<file path="src/rtl/mips_pkg.sv">
// Opcode and funct encodings shared by the MIPS execute-stage ALU.
package mips_pkg;

  localparam int unsigned DataW = 32;

  // Opcode field [31:26]
  localparam logic [5:0] OP_RTYPE = 6'b000000;
  localparam logic [5:0] OP_BEQ   = 6'b000100;
  localparam logic [5:0] OP_BNE   = 6'b000101;
  localparam logic [5:0] OP_BLEZ  = 6'b000110;
  localparam logic [5:0] OP_BGTZ  = 6'b000111;
  localparam logic [5:0] OP_ADDI  = 6'b001000;
  localparam logic [5:0] OP_ADDIU = 6'b001001;
  localparam logic [5:0] OP_SLTI  = 6'b001010;
  localparam logic [5:0] OP_SLTIU = 6'b001011;
  localparam logic [5:0] OP_ANDI  = 6'b001100;
  localparam logic [5:0] OP_ORI   = 6'b001101;
  localparam logic [5:0] OP_XORI  = 6'b001110;
  localparam logic [5:0] OP_LUI   = 6'b001111;
  localparam logic [5:0] OP_LW    = 6'b100011;
  localparam logic [5:0] OP_SW    = 6'b101011;

  // Funct field, meaningful only under OP_RTYPE
  localparam logic [5:0] FN_SLL  = 6'b000000;
  localparam logic [5:0] FN_SRL  = 6'b000010;
  localparam logic [5:0] FN_SRA  = 6'b000011;
  localparam logic [5:0] FN_SLLV = 6'b000100;
  localparam logic [5:0] FN_SRLV = 6'b000110;
  localparam logic [5:0] FN_SRAV = 6'b000111;
  localparam logic [5:0] FN_ADD  = 6'b100000;
  localparam logic [5:0] FN_ADDU = 6'b100001;
  localparam logic [5:0] FN_SUB  = 6'b100010;
  localparam logic [5:0] FN_SUBU = 6'b100011;
  localparam logic [5:0] FN_AND  = 6'b100100;
  localparam logic [5:0] FN_OR   = 6'b100101;
  localparam logic [5:0] FN_XOR  = 6'b100110;
  localparam logic [5:0] FN_NOR  = 6'b100111;
  localparam logic [5:0] FN_SLT  = 6'b101010;
  localparam logic [5:0] FN_SLTU = 6'b101011;

endpackage

</file>
<file path="src/rtl/mips_alu_core.sv">
// Purely combinational ALU datapath: result mux, compares, shifter, branch condition.
module mips_alu_core
  import mips_pkg::*;
(
  input  logic [5:0]       opcode,
  input  logic [DataW-1:0] rs_val,
  input  logic [DataW-1:0] rt_val,
  input  logic [4:0]       shamt,
  input  logic [5:0]       func,
  input  logic [15:0]      raw_val,
  output logic [DataW-1:0] result,
  output logic             branch
);

  logic [DataW-1:0] simm;
  logic [DataW-1:0] zimm;
  logic [DataW-1:0] diff;
  logic [4:0]       sh;
  logic             slt_rt;
  logic             sltu_rt;
  logic             slt_imm;
  logic             sltu_imm;

  assign simm     = {{16{raw_val[15]}}, raw_val};
  assign zimm     = {16'h0000, raw_val};
  assign diff     = rs_val - rt_val;
  assign slt_rt   = $signed(rs_val) < $signed(rt_val);
  assign sltu_rt  = rs_val < rt_val;
  assign slt_imm  = $signed(rs_val) < $signed(simm);
  assign sltu_imm = rs_val < simm;
  // Variable shifts take their amount from rs, fixed shifts from the shamt field.
  assign sh       = func[2] ? rs_val[4:0] : shamt;

  always_comb begin
    result = '0;
    branch = 1'b0;
    case (opcode)
      OP_RTYPE: begin
        case (func)
          FN_ADD, FN_ADDU: result = rs_val + rt_val;
          FN_SUB, FN_SUBU: result = diff;
          FN_AND:          result = rs_val & rt_val;
          FN_OR:           result = rs_val | rt_val;
          FN_XOR:          result = rs_val ^ rt_val;
          FN_NOR:          result = ~(rs_val | rt_val);
          FN_SLT:          result = {31'b0, slt_rt};
          FN_SLTU:         result = {31'b0, sltu_rt};
          FN_SLL, FN_SLLV: result = rt_val << sh;
          FN_SRL, FN_SRLV: result = rt_val >> sh;
          FN_SRA, FN_SRAV: result = $unsigned($signed(rt_val) >>> sh);
          default:         result = '0;
        endcase
      end
      OP_ADDI, OP_ADDIU,
      OP_LW, OP_SW: result = rs_val + simm;
      OP_SLTI:      result = {31'b0, slt_imm};
      OP_SLTIU:     result = {31'b0, sltu_imm};
      OP_ANDI:      result = rs_val & zimm;
      OP_ORI:       result = rs_val | zimm;
      OP_XORI:      result = rs_val ^ zimm;
      OP_LUI:       result = {raw_val, 16'h0000};
      OP_BEQ: begin
        result = diff;
        branch = rs_val == rt_val;
      end
      OP_BNE: begin
        result = diff;
        branch = rs_val != rt_val;
      end
      OP_BLEZ: begin
        result = diff;
        branch = rs_val[31] || (rs_val == '0);
      end
      OP_BGTZ: begin
        result = diff;
        branch = !rs_val[31] && (rs_val != '0);
      end
      default: begin
        result = '0;
        branch = 1'b0;
      end
    endcase
  end

endmodule

</file>
<file path="src/rtl/mips_alu.sv">
// Registered MIPS execute-stage ALU: combinational core plus one output register stage.
module mips_alu
  import mips_pkg::*;
(
  input  logic              clk,
  input  logic              rst_n,
  input  logic [5:0]        OPCODE,
  input  logic [DataW-1:0]  RS_VAL,
  input  logic [DataW-1:0]  RT_VAL,
  input  logic [4:0]        SHAMT,
  input  logic [5:0]        FUNC,
  input  logic [15:0]       RAW_VAL,
  output logic [DataW-1:0]  RESULT,
  output logic              SIG_B
);

  logic [DataW-1:0] result_d;
  logic [DataW-1:0] result_q;
  logic             sig_b_d;
  logic             sig_b_q;

  mips_alu_core u_core (
    .opcode  (OPCODE),
    .rs_val  (RS_VAL),
    .rt_val  (RT_VAL),
    .shamt   (SHAMT),
    .func    (FUNC),
    .raw_val (RAW_VAL),
    .result  (result_d),
    .branch  (sig_b_d)
  );

  always_ff @(posedge clk or negedge rst_n) begin
    if (!rst_n) begin
      result_q <= '0;
      sig_b_q  <= 1'b0;
    end else begin
      result_q <= result_d;
      sig_b_q  <= sig_b_d;
    end
  end

  assign RESULT = result_q;
  assign SIG_B  = sig_b_q;

endmodule

</file>
<file path="config.mk">
export PLATFORM = sky130hd
export DESIGN_NAME = mips_alu
export DESIGN_NICKNAME = d
export VERILOG_FILES = /design/src/rtl/mips_pkg.sv /design/src/rtl/mips_alu_core.sv /design/src/rtl/mips_alu.sv
export SDC_FILE = /design/constraint.sdc
export NUM_CORES = 1
export LEC_CHECK = 0
export CAP_MARGIN = 10
export CORE_ASPECT_RATIO = 0.7
export CORE_MARGIN = 4
export CORE_UTILIZATION = 30
export DETAILED_ROUTE_END_ITERATION = 8
export DONT_BUFFER_PORTS = 1
export SYNTH_ARGS = -nofsm -noshare
export SYNTH_HDL_FRONTEND = slang
export SYNTH_SLANG_ARGS = --single-unit
</file>
<file path="constraint.sdc">
create_clock -name clk -period 0.8 [get_ports clk]
set_input_delay 0.2 -clock clk [delete_from_list [all_inputs] [get_ports clk]]
set_output_delay 0.2 -clock clk [all_outputs]
set_load 0.05 [all_outputs]
</file>
After elaboration in Yosys (flattened, before gate mapping)
Cells that the tools add are included.
Widths: inputs -> output; s select.
Storage, ports and cells
  register bits after elaboration: 33
  bits of input ports: 99
  output and inout port bits: 33
  word-level logic and storage cells: 68
Operators by class
  add/subtract/negate cells: 3
  $lt $le $gt $ge: 4
  equal/unequal tests: 31
  shift-type cells: 3
  mux-type cells: 4
  bitwise logic cells: 7
  reductions and logical operators: 14
Operators with widths (number)
  $pmux 32 s11: 1
  $pmux 32 s9: 1
  $lt 32x32->1: 3
  $eq 6x6->1 const B: 12
  $add 32x32->32: 2
  $eq 6x4->1 const B: 8
  $eq 6x3->1 const B: 7
  $and 32x16->32: 1
  $and 32x32->32: 1
  $eq 32x32->1: 1
  $logic_not 32->1: 1
  $lt 32x16->1: 1
  $ne 32x32->1: 1
  $not 32->32: 1
  $or 32x16->32: 1
  $or 32x32->32: 1
  $reduce_bool 32->1: 1
  $shl 32x5->32: 1
  $shr 32x5->32: 1
  $sshr 32x5->32: 1
  $sub 32x32->32: 1
  $xor 32x16->32: 1
  $xor 32x32->32: 1
  $eq 6x2->1 const B: 2
  other kinds (8): 14

Longest topological paths before layout
Gate-level depths: netlist of run 1.
  depth after elaboration: 4
  depth in mapped cells: 13
  mapped depth without buffers: 13

By module
From an unflattened synthesis of run 1, not the netlist that was laid out.
Unflattened totals
  cells, all modules: 1977
  area, all modules: 14079.8 um2
Modules (own cells, without submodules)
  mips_alu_core: instances 1, cells an instance 1944, area each 13254.0 um2, seq. area each 0.0 um2
  mips_alu: instances 1, cells an instance 33, area each 825.8 um2, seq. area each 825.8 um2

Worst setup path before layout of run 1
No wires, ideal clock.
  kind: input port to flip-flop
  from: input port RAW_VAL[15]
  to: register result_q[29] (netlist: RESULT[29])
  library setup time: 126 ps
  data arrival time: 2733 ps
  required time: 674 ps
  setup slack: -2059 ps
  stages on the path: 10
  path buffers: 1
  cell sequence: inv_1 > ha_1 > clkbuf_1 > or4_1 > a41oi_1 > o21ai_0 > o221ai_1 > a21oi_1 > mux2_2 > a221o_1
On the way
  longest elaborated chain between the ends: 2
Ends and longest elaborated chain
  from (decl): RTL line mips_alu.sv:12  | input logic [15:0] RAW_VAL,
  $add 32x32->32: RTL line mips_alu_core.sv:55  | OP_LW, OP_SW: result = rs_val + simm;
  $pmux 32 s9: RTL line mips_alu_core.sv:37  | case (opcode)
  net result_d[29]: RTL line mips_alu.sv:17  | logic [DataW-1:0] result_d;
  to (signal assigned): RTL line mips_alu.sv:38  | result_q <= result_d;
  to (decl): RTL line mips_alu.sv:18  | logic [DataW-1:0] result_q;
The timed path passes the listed nets, and every way through them passes these cells.

Worst setup path in the final report of run 1
  from: input port FUNC[2]
  to: register result_q[28] (netlist: RESULT[28])
On the way
  longest elaborated chain between the ends: 4
  elaborated cells on any way between the ends: 27
  classes of those cells: eq/ne: 15; shift: 3; mux: 3; reduce/logical: 6
Ends and longest elaborated chain
  from (decl): RTL line mips_alu.sv:11  | input logic [5:0] FUNC,
  $mux 5 (tied with other cells): RTL line mips_alu_core.sv:32  | assign sh = func[2] ? rs_val[4:0] : shamt;
  $sshr 32x5->32 (tied with other cells): RTL line mips_alu_core.sv:50  | FN_SRA, FN_SRAV: result = $unsigned($signed(rt_val) >>> sh);
  $pmux 32 s11 *: RTL line mips_alu_core.sv:39  | case (func)
  $pmux 32 s9 *: RTL line mips_alu_core.sv:37
  net result_d[28]: RTL line mips_alu.sv:17
Mark *: on every way through the listed nets, which the timed path passes. The rest lies on a longest branch.

==> out/metrics.sh, run 1 <==
RUN_STATUS='complete, but fails checks'
FAILED_CHECKS='negative hold slack, negative setup slack'
DIEHEIGHT_UM=192
WORST_SETUP_PATH_END_KIND='flip-flop'
CTS.CLK_SLEW.WORST_PATHS_NS=0.07
PLACE_HPWL_MM=72.9
WL_MM=91.1
CRIT_PATH_MAX_INCR_DELAY_NS=0.43
RSZ0062_AT_GRT='yes'
LAYOUT-AREA-OVERHEAD-VS-SYNTH_PCT=69.7
PLACE_INST=3265
STARTPOINT_TYPE='input pin'
CRITPATHCAPTURE='RESULT[28]$_DFF_PN0_'
CRITPATHSLOWESTCELL='sky130_fd_sc_hd__a221oi_1'
FP.DIEAREA_UM2=52000
P_LEAK_nW=10.8
YOSYSWARNINGCOUNT=0
TIMING.SLEW.HEADROOM_PCT=30.4
FLOORPLAN.DIE.WIDTH_UM=271
GP_CONGESTION=1.05
RATIO_OF_FINAL_MINIMUM_PERIOD_TO_CLOCK_PERIOD_PCT=341
FIRST_GLOBAL_VIAS=19014
CTS.HTREE.LEVELS=2
SYNTH_LARGEST_TYPE_AREA_FRACTION_PCT=15.2
CRITICAL_PATH_ARRIVAL_NS=2.88
FINALHOLDWORSTSLACK_NS=-0.416
CRIT_PATH_CELL_TRACE='mux2_4 > buf_6 > buf_4 > mux2i_1 > mux2i_1 > o21ai_1 > a211oi_1 > buf_4 > o22ai_1 > a21oi_1 > buf_4 > a221oi_1 > o221ai_1'
REQUIRED_TIME_OF_THE_WORST_SETUP_PATH_NS=0.95
WORSTSETUPPATHTYPE='input pin to flip-flop'
SYNTH_AREA_UM2=14500
MAX_CLOCK_BUF_DEPTH=2
MAX-VDD-IR-DROP_mV=0.777
FINAL_HOLD_VIOL_COUNT=33
GRT_MAX_DEGREE=100
SLEW_VIOL_FINAL=0
CLOCK_SINKS=33
SETUP_VIOLATIONS=66
CTS_TREE='built'
CRIT_START='FUNC[2]'
SYN_AREA_PER_CELL_UM2=7.15
FP-ROW-COUNT=67
FINALNETCOUNT=2982
FINAL_PERIOD_MINUS_WORST_SETUP_SLACK_NS=2.73
MAX_CAP_VIOLATIONS=0
DR_TOTAL_VIAS=19889
INITIAL_UTILIZATION_PCT=30.3
DESIGN.PORTCOUNT=132
DRT_DRC_VIOLATIONS_LEFT=0
LAYOUT_FILLERS=4536
WORSTPATHBUFFERINVERTERCOUNT=4
VIA_PER_INST=5.92
POST-SYNTH-TOP-AREA-CELL='sky130_fd_sc_hd__ha_1'
SYNTH.DISTINCT_CELLS=84
CRITICAL_PATH.TOP_DELAY_FAMILY='compound AO/OA/AOI/OAI gates'
DRT_PASS1_ITERATIONS=7
GRT_ANTENNA_BEFORE_REPAIR=1
GLOBALROUTETOTALUTIL_PCT=33.2
YS.FLOP_TYPE='sky130_fd_sc_hd__dfrtp_1'
CLOCK-ROOT-BUFFER='sky130_fd_sc_hd__clkbuf_16'
FMAX_MHz=366
CORE_REGION_AREA_UM2=47900
SYNTH_CELLS=2029
SYNTH_FP_NETS=2307
DETAIL_ROUTE.ITER0.VIOLATIONS=2729
CTS_BUFFERS=5
CRITICAL_PATH.MOST_COMMON_CELL='sky130_fd_sc_hd__buf_4'
SYNTH_SEQ_CELLS=33
GRT_PASS1_WL_MM=130
PLACE_WS_NS=-2.38
CRITICAL_PATH_DEPTH=13
SETUP_SLACK_NS=-1.93
SYNTH_TOP_CELLS_BY_AREA='sky130_fd_sc_hd__ha_1 (15%), sky130_fd_sc_hd__mux2i_1 (11%), sky130_fd_sc_hd__a21oi_1 (7.0%)'
IO_BUF_COUNT=0
NON_FILLER_CELLS_FINAL=3360
POWER.DENSITY_nW_PER_UM2=940
WIRE_PER_INST_UM=27.1
MAX_SLEW.WORST_PIN.SLEW_NS=1.04
HOLD_PATH_CLASS='input pin to asynchronous set/reset pin'
ROUTE.ANTENNA.REMAINING_NETS=0
FRACTION_OF_FINAL_LAYOUT_CELLS_SIZED_BEYOND_DRIVE_STRENGTH_1_PCT=46.0
SYNTH.YOSYS.SEQ_AREA_SHARE_PCT=5.69
SYNTH-EDFF-COUNT=0
ASYNCSETRESETFLOPFRACSYNTH_PCT=100
TIMING.CRITICAL_PATH.FANOUT_MAX=16
TOTAL_CONGESTION_OVERFLOW=0
INSERTEDDIODECOUNT=0
-- power breakdown --
part	internal (mW)	switching [mW]	total, mW
registers	1.80	0.140	1.94
clock network	1.15	1.06	2.21
logic	9.21	9.78	19.0
-- metrics by stage --
step	hold WS, ns	area, um2	setup TNS, ns	total power, mW	util [%]
floorplan	-0.0956	15400	-50.67	10.5	-
global placement	-0.0942	21400	-68.51	17.4	44.6
detailed placement	-0.0941	21400	-69.53	17.5	44.6
CTS	-0.422	23700	-60.58	21.7	49.4
global route	-0.428	24600	-65.29	24.1	51.4
finish	-0.416	24600	-63.04	23.1	51.4
-- routing by layer --
| metal | up-vias | routed length [um] | track usage (%) |
|---|---|---|---|
| li1 | 8873 | - | - |
| met3 | 123 | 10300 | 6.96 |
| met5 | - | 17 | 0 |
| met1 | 9744 | 40500 | 48.8 |
| met2 | 1147 | 38400 | 50.6 |
| met4 | 2 | 1850 | 5.51 |
-- layout by cell type, fill, tap and decap left out, types with 22 or more instances in the layout --
cell,n
sky130_fd_sc_hd__a21oi_1,160
sky130_fd_sc_hd__ha_4,34
sky130_fd_sc_hd__mux2i_2,23
sky130_fd_sc_hd__ha_1,139
sky130_fd_sc_hd__mux2i_1,125
sky130_fd_sc_hd__nand3_1,26
sky130_fd_sc_hd__a21o_1,23
sky130_fd_sc_hd__buf_12,58
sky130_fd_sc_hd__nor2_1,164
sky130_fd_sc_hd__buf_6,56
sky130_fd_sc_hd__xnor2_1,74
sky130_fd_sc_hd__o22ai_1,28
sky130_fd_sc_hd__a211oi_1,29
sky130_fd_sc_hd__o211ai_1,27
sky130_fd_sc_hd__a21oi_2,37
sky130_fd_sc_hd__o21ai_2,24
sky130_fd_sc_hd__nor3_1,37
sky130_fd_sc_hd__inv_1,109
sky130_fd_sc_hd__o21ai_0,73
sky130_fd_sc_hd__buf_4,689
sky130_fd_sc_hd__o21ai_1,30
sky130_fd_sc_hd__dfrtp_1,32
sky130_fd_sc_hd__o21bai_1,22
sky130_fd_sc_hd__nand2_1,131
sky130_fd_sc_hd__xor2_1,24
-- state kept, by name, summed over array words and instances, names as in the netlist --
register / count
SIG_B: 1
RESULT: 32
-- how the worst min path moves through the flow --
stage | start | endpoint | slack [ns] | depth (start not counted)
after floorplan | rst_n | RESULT[0]$_DFF_PN0_ | -0.1 | 0
after detailed placement | rst_n | RESULT[9]$_DFF_PN0_ | -0.09 | 0
after global routing | rst_n | RESULT[4]$_DFF_PN0_ | -0.43 | 0
after CTS | rst_n | RESULT[4]$_DFF_PN0_ | -0.42 | 0
final | rst_n | RESULT[4]$_DFF_PN0_ | -0.42 | 0
after global placement | rst_n | RESULT[9]$_DFF_PN0_ | -0.09 | 0
-- synth_stat cells (33+ instances only) --
cell type and count:
sky130_fd_sc_hd__a21oi_1 203, sky130_fd_sc_hd__ha_1 176, sky130_fd_sc_hd__nor2_1 176, sky130_fd_sc_hd__mux2i_1 164, sky130_fd_sc_hd__nand2_1 146, sky130_fd_sc_hd__inv_1 143, sky130_fd_sc_hd__o21ai_0 125, sky130_fd_sc_hd__clkbuf_1 86
sky130_fd_sc_hd__xnor2_1 77, sky130_fd_sc_hd__nor3_1 50, sky130_fd_sc_hd__a211oi_1 44, sky130_fd_sc_hd__nand3_1 42, sky130_fd_sc_hd__dfrtp_1 33, sky130_fd_sc_hd__o22ai_1 33
-- cell type report --
type	count	area [um2]	share of cell area (%)
Inverter	143	627	2.55
Clock buffer	5	125	0.508
Clock inverter	3	17.5	0.0711
Tap cell	655	820	3.33
Sequential cell	33	827	3.36
Multi-Input combinational cell	1710	15100	61.2
Timing Repair Buffer	811	7130	28.9
-- cells by family (layout without fill, tap and decap cells) --
kind of cell	after synthesis	in the layout	synth area share, %
xor+xnor	103	103	6.22
compound gates	686	686	31.0
buf+inv	287	962	8.27
simple gates	541	541	17.3
mux	200	201	16.0
flops	33	33	5.69
fa+ha+maj	179	179	15.6
-- timing repair --
item                       4_1_cts  5_1_grt
hold endpoints to repair        33       33
setup buffers                   60       38
setup endpoints to repair       66       66
pin swaps                      126      107
cloned                           4        0
gates resized for setup        332      152
Note: power is estimated with default switching activity, not from simulation.
==> inputs of run 2 (changes only) <==
--- a/config.mk
+++ b/config.mk
@@ -11,6 +11,7 @@
 export CORE_UTILIZATION = 30
 export DETAILED_ROUTE_END_ITERATION = 8
 export DONT_BUFFER_PORTS = 1
+export MAX_ROUTING_LAYER = met4
 export SYNTH_ARGS = -nofsm -noshare
 export SYNTH_HDL_FRONTEND = slang
 export SYNTH_SLANG_ARGS = --single-unit
==> out/metrics.sh, run 2 (synthesized netlist as in run 1, its figures left out) <==
RUN_STATUS='complete, but fails checks'
FAILED_CHECKS='negative hold slack, negative setup slack'
MAX_SLEW.WORST_PIN.SLEW_NS=1.16
ROUTE.ANTENNA.REMAINING_NETS=0
CTS_TREE='built'
INITIAL_UTILIZATION_PCT=30.3
HOLD_PATH_CLASS='input pin to asynchronous set/reset pin'
VIA_PER_INST=5.93
STARTPOINT_TYPE='input pin'
DIEHEIGHT_UM=192
FLOORPLAN.DIE.WIDTH_UM=271
TIMING.CRITICAL_PATH.FANOUT_MAX=15
CORE_REGION_AREA_UM2=47900
SETUP_VIOLATIONS=66
WIRE_PER_INST_UM=27.5
CTS.HTREE.LEVELS=2
GRT_MAX_DEGREE=100
PLACE_HPWL_MM=74.9
LARGEST_REGISTER_FF_COUNT=32
DR_TOTAL_VIAS=20090
GP_CONGESTION=1.08
DRT_PASS1_ITERATIONS=6
TOTALPOWERFINAL_mW=23.5
FRACTION_OF_FINAL_LAYOUT_CELLS_SIZED_BEYOND_DRIVE_STRENGTH_1_PCT=45.9
FIRST_GLOBAL_VIAS=19138
WL_MM=93.0
DETAIL_ROUTE.ITER0.VIOLATIONS=2593
WORSTSETUPPATHTYPE='input pin to flip-flop'
CLOCK_SINKS=33
POWER.DENSITY_nW_PER_UM2=947
FMAX_MHz=364
DESIGN.PORTCOUNT=132
MAX_CLOCK_BUF_DEPTH=2
RATIO_OF_FINAL_MINIMUM_PERIOD_TO_CLOCK_PERIOD_PCT=344
GRT_PASS1_WL_MM=132
DRT_DRC_VIOLATIONS_LEFT=0
PLACE_WS_NS=-2.54
CRITICAL_PATH_ARRIVAL_NS=2.92
GLOBALROUTETOTALUTIL_PCT=35.0
NON_FILLER_CELLS_FINAL=3386
MAX-VDD-IR-DROP_mV=0.773
FINAL_PERIOD_MINUS_WORST_SETUP_SLACK_NS=2.75
INSTANCE_AREA_AFTER_PLACEMENT_UM2=21400
TIMING.SLEW.HEADROOM_PCT=22.7
CTS_BUFFERS=5
FINAL_CELL_AREA_UM2=24800
LAYOUT-AREA-OVERHEAD-VS-SYNTH_PCT=71.0
IO_BUF_COUNT=0
CTS.CLK_SLEW.WORST_PATHS_NS=0.07
MAX_CAP_VIOLATIONS=0
FINAL_CORE_UTILIZATION_PCT=51.9
GRT_ANTENNA_BEFORE_REPAIR=2
CLOCK-ROOT-BUFFER='sky130_fd_sc_hd__clkbuf_16'
SLEW_VIOL_FINAL=0
SETUP_SLACK_NS=-1.95
TOTAL_CONGESTION_OVERFLOW=0
FP-ROW-COUNT=67
FINALNETCOUNT=3006
PLACE_INST=3278
LAYOUT_COMMONEST_CELL='sky130_fd_sc_hd__buf_4'
WORST_SETUP_PATH_END_KIND='flip-flop'
RSZ0062_AT_GRT='yes'
REQUIRED_TIME_OF_THE_WORST_SETUP_PATH_NS=0.97
FINALHOLDWORSTSLACK_NS=-0.423
P_LEAK_nW=10.9
FINAL_HOLD_VIOL_COUNT=33
FP.DIEAREA_UM2=52000
LAYOUT.CELLS.MOST_COMMON_LIST='sky130_fd_sc_hd__buf_4 (713), sky130_fd_sc_hd__a21oi_1 (171), sky130_fd_sc_hd__nor2_1 (163)'
-- run 2: changes by cell type in the layout (fill, tap and decap cells not counted), moves of 5 or more --
cell / previous run / this run
sky130_fd_sc_hd__a21oi_1: 160 / 171
sky130_fd_sc_hd__buf_4: 689 / 713
sky130_fd_sc_hd__nand3_1: 26 / 31
sky130_fd_sc_hd__a21oi_2: 37 / 26
sky130_fd_sc_hd__nand2_2: 11 / 5
sky130_fd_sc_hd__nand3_2: 12 / 7
sky130_fd_sc_hd__nand2_1: 131 / 136
-- run 2: worst paths after layout --
kind | startpoint | endpoint | slack (ns) | cells past startpoint
worst max-delay path | FUNC[2] | RESULT[28]$_DFF_PN0_ | -1.95 | 13
worst min-delay path | rst_n | RESULT[4]$_DFF_PN0_ | -0.42 | 0
max in group asynchronous | rst_n | RESULT[18]$_DFF_PN0_ | 1.09 | 0
min in group clk | RS_VAL[20] | RESULT[20]$_DFF_PN0_ | 0.05 | 2
-- run 2: worst max-delay path, cell delays in order --
cell                       delay, ns
sky130_fd_sc_hd__mux2_4         0.24
sky130_fd_sc_hd__buf_12         0.13
sky130_fd_sc_hd__buf_16         0.16
sky130_fd_sc_hd__buf_4          0.18
sky130_fd_sc_hd__nand2_1        0.09
sky130_fd_sc_hd__a21oi_1        0.15
sky130_fd_sc_hd__a21oi_1        0.09
sky130_fd_sc_hd__mux4_2         0.47
sky130_fd_sc_hd__o22ai_1        0.34
sky130_fd_sc_hd__a21oi_1        0.13
sky130_fd_sc_hd__buf_4          0.16
sky130_fd_sc_hd__a221oi_1       0.36
sky130_fd_sc_hd__o221ai_1       0.20
-- run 2: metal layers --
layer | GRT usage (%) | vias to the layer above | part of all wire [%]
met5 | - | - | 0
met4 | 7.98 | 0 | 2.9
met3 | 8.54 | 181 | 11
li1 | - | 8941 | -
met2 | 50.9 | 1126 | 42
met1 | 48.9 | 9842 | 44
-- run 2: timing repair --
action / 4_1_cts / 5_1_grt
pin swaps: 124 / 103
cloned: 2 / 0
setup buffers: 84 / 35
hold endpoints to repair: 33 / 33
endpoints found under the setup margin: 66 / 66
gates resized for setup: 310 / 178
-- run 2: power by group --
part / switching [mW] / internal (mW)
clock: 1.08 / 1.33
sequential: 0.146 / 1.80
combinational: 9.88 / 9.26
-- run 2: layout make-up --
| type | instances | area [um2] |
|---|---|---|
| Clock inverter | 1 | 5.00 |
| Sequential cell | 33 | 828 |
| Tap cell | 655 | 820 |
| Clock buffer | 7 | 153 |
| Fill cell | 4585 | 23000 |
| Antenna cell | 2 | 5.00 |
| Inverter | 143 | 631 |
| Timing Repair Buffer | 836 | 7270 |
| Multi-Input combinational cell | 1709 | 15100 |
-- run 2: through the flow --
step / hold WS (ns) / TNS [ns]
CTS: -0.431 / -62.21
global placement: -0.0943 / -70.54
finish: -0.423 / -63.76
global route: -0.433 / -65.88
floorplan: -0.0956 / -50.67
detailed placement: -0.0942 / -70.92
